`config.mk`:
```
export PLATFORM = sky130hd
export DESIGN_NAME = pc_call_stack_unit
export DESIGN_NICKNAME = d
export VERILOG_FILES = /design/src/rtl/pc_call_stack_unit.sv
export SDC_FILE = /design/constraint.sdc
export NUM_CORES = 1
export LEC_CHECK = 0
export ABC_AREA = 1
export BUFFER_PORTS_ARGS = -buffer_cell sky130_fd_sc_hd__buf_2
export CAP_MARGIN = 0
export CORE_UTILIZATION = 25
export CTS_BUF_LIST = sky130_fd_sc_hd__clkbuf_8 sky130_fd_sc_hd__clkbuf_16
export CTS_CLUSTER_DIAMETER = 100
export DETAILED_ROUTE_END_ITERATION = 10
export SYNTH_ARGS = -nofsm -noshare
export SYNTH_HDL_FRONTEND = slang
export SYNTH_SLANG_ARGS = --single-unit
```
`constraint.sdc`:
```
create_clock -name clk -period 2.3 [get_ports clk]
set_input_delay 0.69 -clock clk [delete_from_list [all_inputs] [get_ports clk]]
set_output_delay 0.69 -clock clk [all_outputs]
set_load 0.02 [all_outputs]
```
`src/rtl/pc_call_stack_unit.sv`:
```
//------------------------------------------------------------------------------
// Module      : pc_call_stack_unit
// Description : Program counter with a hardware return-address stack (CALL/RET),
//               sticky overflow/underflow flags. Optional macro PC_REL_BRANCH_EN
//               adds a signed 8-bit relative branch (requires ADDR_WIDTH >= 8).
// Revision    : 1.0 - initial release
//------------------------------------------------------------------------------
`default_nettype none

module pc_call_stack_unit #(
   parameter int ADDR_WIDTH  = 12,
   parameter int STACK_DEPTH = 4,
   localparam int DEPTH_W    = $clog2(STACK_DEPTH + 1)
) (
   input  logic                  clk,
   input  logic                  reset_n,
   input  logic                  pc_inc,
   input  logic                  pc_write_enable,
   input  logic                  pc_call,
   input  logic                  pc_ret,
   input  logic [ADDR_WIDTH-1:0] pc_in,
   input  logic                  err_clear,
`ifdef PC_REL_BRANCH_EN
   input  logic                  pc_rel_enable,
   input  logic [7:0]            pc_rel_offset,
`endif
   output logic [ADDR_WIDTH-1:0] pc_out,
   output logic [DEPTH_W-1:0]    stack_depth,
   output logic                  stack_full,
   output logic                  stack_empty,
   output logic                  stack_overflow,
   output logic                  stack_underflow
);

   localparam int IDX_W = $clog2(STACK_DEPTH);

   logic [ADDR_WIDTH-1:0] r_pc;
   logic [DEPTH_W-1:0]    r_depth;
   logic                  r_overflow;
   logic                  r_underflow;
   logic [ADDR_WIDTH-1:0] r_stack [STACK_DEPTH];

   logic                  w_full;
   logic                  w_empty;
   logic [IDX_W-1:0]      w_push_idx;
   logic [IDX_W-1:0]      w_pop_idx;
   logic                  w_push;

   assign w_full     = (r_depth == DEPTH_W'(STACK_DEPTH));
   assign w_empty    = (r_depth == '0);
   // Indices are only used when the stack is not full (push) / not empty (pop).
   assign w_push_idx = r_depth[IDX_W-1:0];
   assign w_pop_idx  = IDX_W'(r_depth - DEPTH_W'(1));
   assign w_push     = reset_n && pc_call && !pc_ret && !w_full;

`ifdef PC_REL_BRANCH_EN
   logic [ADDR_WIDTH-1:0] w_rel_ext;
   assign w_rel_ext = {{(ADDR_WIDTH-8){pc_rel_offset[7]}}, pc_rel_offset};
`endif

   always_ff @(posedge clk or negedge reset_n) begin
      if (!reset_n) begin
         r_pc        <= '0;
         r_depth     <= '0;
         r_overflow  <= 1'b0;
         r_underflow <= 1'b0;
      end else begin
         // Clear first; an error raised in the same cycle overrides below.
         r_overflow  <= r_overflow  & ~err_clear;
         r_underflow <= r_underflow & ~err_clear;
         if (pc_ret) begin
            if (w_empty) begin
               r_underflow <= 1'b1;
            end else begin
               r_pc    <= r_stack[w_pop_idx];
               r_depth <= r_depth - DEPTH_W'(1);
            end
         end else if (pc_call) begin
            if (w_full) begin
               r_overflow <= 1'b1;
            end else begin
               r_pc    <= pc_in;
               r_depth <= r_depth + DEPTH_W'(1);
            end
         end else if (pc_write_enable) begin
            r_pc <= pc_in;
`ifdef PC_REL_BRANCH_EN
         end else if (pc_rel_enable) begin
            r_pc <= r_pc + w_rel_ext;
`endif
         end else if (pc_inc) begin
            r_pc <= r_pc + ADDR_WIDTH'(1);
         end
      end
   end

   // Stack storage carries no reset; an empty stack is never read.
   always_ff @(posedge clk) begin
      if (w_push) begin
         r_stack[w_push_idx] <= r_pc;
      end
   end

   assign pc_out          = r_pc;
   assign stack_depth     = r_depth;
   assign stack_full      = w_full;
   assign stack_empty     = w_empty;
   assign stack_overflow  = r_overflow;
   assign stack_underflow = r_underflow;

endmodule

`default_nettype wire

```
==> results by group <==
Final layout
  – Final #Nets: 401
  – Synth-to-Final Area Change: 21.18%
  – Fillcell total: 1,333
  – Finished Core Util: 31.24%
  – Final instance count without filler cells: 553
  – # diodes: 0
  – Share of layout cells above drive strength 1: 26.51%

Routing
  – Routed vias/inst: 4.470
  – DRC viols: 0
  – Iter 0 DRT Violations: 155
  – Total routed wirelength: 8058 µm
  – Via count: 2,472
  – DR pass1 iterations: 4
  – Antenna-violating nets left: 0
  – Avg WL per Cell: 14.57 µm

Clock network
  – CTS tree: yes
  – # hold bufs at CTS: 0
  – # H-tree levels: 3
  – Num CTS Buffers: 9
  – CTS Sinks: 65
  – Root Driver: clkbuf_16
  – Worst-path clk slew: 0.06 ns
  – # resized after CTS: 0
  – Postcts setup bufs: 0
  – Latest clock arrival within the worst-skew pair: 0.33 ns
  – Clk buf depth: 2

Critical path
  – CP arrival: 1.52 ns
  – CP Capture Type: primary output
  – Reg-to-Reg End: pc_out[0]
  – Worst-path maximum fanout: 4
  – R2R depth: 8
  – Crit path launch: stack_depth[1]
  – Setup Crit Path Kind: reg2out
  – Worst R2R Setup Slack: 0.44 ns
  – Setup crit end: stack_empty
  – Worst r2r src: stack_depth[1]
  – Crit path required time: 1.61 ns
  – CP Launch Type: register

Die
  – Die H: 116.3 µm
  – Std cell rows: 41
  – Die area: 13,530 µm²
  – Starting Density: 25.78%
  – CORE AREA: 12,670 µm²
  – DIE WIDTH: 116.3 µm
  – Top-level port count: 38

Timing
  – Pins Over Slew Limit: 0
  – Slew @ Worst Pin: 0.4195 ns
  – Final setup fails: 0
  – Final setup margin: 0.09092 ns
  – Minimum clock period: 2.209 ns
  – Max Fclk: 0.4527 GHz
  – Setup TNS: 0 ns
  – Worst rel slew slack: 72.04%
  – Final Hold Vio Count: 0
  – RSZ-0062 raised after global routing: false
  – Period utilisation layout: 96.05%
  – Skew final: 0.005229 ns

Yosys
  – Synth top cells by count: 68 x nand2_1, 48 x edfxtp_1, 47 x nor2_1, 23 x nand3_1, 19 x inv_1
  – Syn avg cell area: 9.930 µm²
  – EDFF count, synth: 48
  – Ys async rst share: 26.15%
  – Syn Nets: 354
  – Cell taking the most area after synthesis: edfxtp_1
  – Synth Register Bits: 65
  – Synth warn: 0
  – Share of the synthesized area in the top cell type: 44.12%
  – Top cells by area, synth: edfxtp_1 44%, dfrtp_1 13%, nand2_1 7.8%
  – Register area share after synthesis: 57.14%
  – Synth unique cells: 30
  – Most frequent cell after synthesis: nand2_1
  – Ys flop type: edfxtp_1
  – Post-synthesis cell area: 3267 µm²
  – Mapped Cells: 329

GRT
  – Grt total ovfl: 0
  – GR Util All Layers: 13.13%
  – Initial antenna violation count: 0
  – Largest net degree at the start of global routing: 29
  – Global-route wire length before repair: 13,080 µm
  – Vias in the first global route: 2,517

Run
  – Maxcap violations: 0

Pwr
  – Final Total Pwr: 0.005567 W
  – Pwr dens: 1406 nW/µm²
  – Peak supply drop: 0.5025 mV
  – LEAKAGE: 1.653 nW

Place
  – Placement Setup Slack: 0.3882 ns
  – Dpl hpwl: 5539 µm
  – IO Port Bufs: 37
  – Cells after DPL: 537
  – Gpl congestion: 0.8060

Worst hold path
  – Hold Crit Class: in2async

Outcome
  – Run status: completed
per-stage QoR:
step	area (µm²)	hold WS, ns
detailed placement	3640	0.4775
CTS	3959	0.3419
global placement	3640	0.4696
finish	3959	0.3425
global route	3959	0.3564
floorplan	3267	0.3944
sequential cells by signal, summed over array words and instances, names as in the netlist:
register         count
stack_depth          3
stack_underflow      1
r_stack             48
stack_overflow       1
pc_out              12
worst min-delay path by stage:
stage | endpoint | slack [ns] | cells past startpoint
6_report | pc_out[3] | 0.34 | 2
3_5_place_dp | stack_underflow | 0.48 | 2
3_3_place_gp | stack_underflow | 0.47 | 2
5_1_grt | pc_out[11] | 0.36 | 2
2_1_floorplan | pc_out[0] | 0.39 | 0
4_1_cts | pc_out[3] | 0.34 | 2
placed cells by master (no fill, tap or decap), drive strengths merged:
cell      count
o31ai         1
inv          30
buf          50
bufinv        2
a21oi        12
xor2          2
nor2         53
o211ai        7
nand3        32
edfxtp       48
clkinvlp      2
nand4         2
nand2        70
clkbuf        9
ha            6
xnor2         1
o21bai        1
dfrtp        17
clkinv        2
o21ai        34
power by group:
group | switching (W) | leakage (nW) | total (W) | internal (W)
registers | 0.000375 | 0.636 | 0.00198 | 0.00160
logic | 0.00143 | 0.865 | 0.00214 | 0.000716
clock network | 0.000499 | 0.152 | 0.00145 | 0.000947
total | 0.00230 | 1.65 | 0.00557 | 0.00326
cell type report:
class / count / area, µm² / share of cell area, %
flip-flops and latches: 65 / 1867 / 47.16
multi-input cells: 221 / 1164 / 29.39
repair buffers: 50 / 282.8 / 7.143
clock buffers: 9 / 225.2 / 5.689
well taps: 172 / 215.2 / 5.436
inverters: 29 / 111.4 / 2.813
clock inverters: 7 / 93.84 / 2.370
routing by layer:
layer / global-route usage [%] / vias up / routed length (µm) / part of all wire, %
li1: - / 1203 / - / -
met1: 15.84 / 1195 / 3500 / 43
met2: 22.33 / 59 / 3986 / 49
met3: 3.062 / 15 / 397 / 4.9
met4: 5.812 / 0 / 174 / 2.2
met5: 0 / - / 0 / 0
logic make-up (layout without fill, tap and decap cells):
family          after synthesis  in the layout  synth area share (%)
buf+inv                      43             95                 7.239
compound gates               55             55                 10.07
simple gates                157            157                 22.44
flops                        65             65                 57.14
fa+ha+maj                     6              6                 2.298
xor+xnor                      3              3                0.8044
critical path, cell delays in order (launching register included):
cell	delay (ns)
dfrtp_1	0.41
inv_1	0.14
ha_1	0.23
inv_2	0.05
nor2_2	0.15
buf_2	0.20
Power figures use the tool's default switching activity.
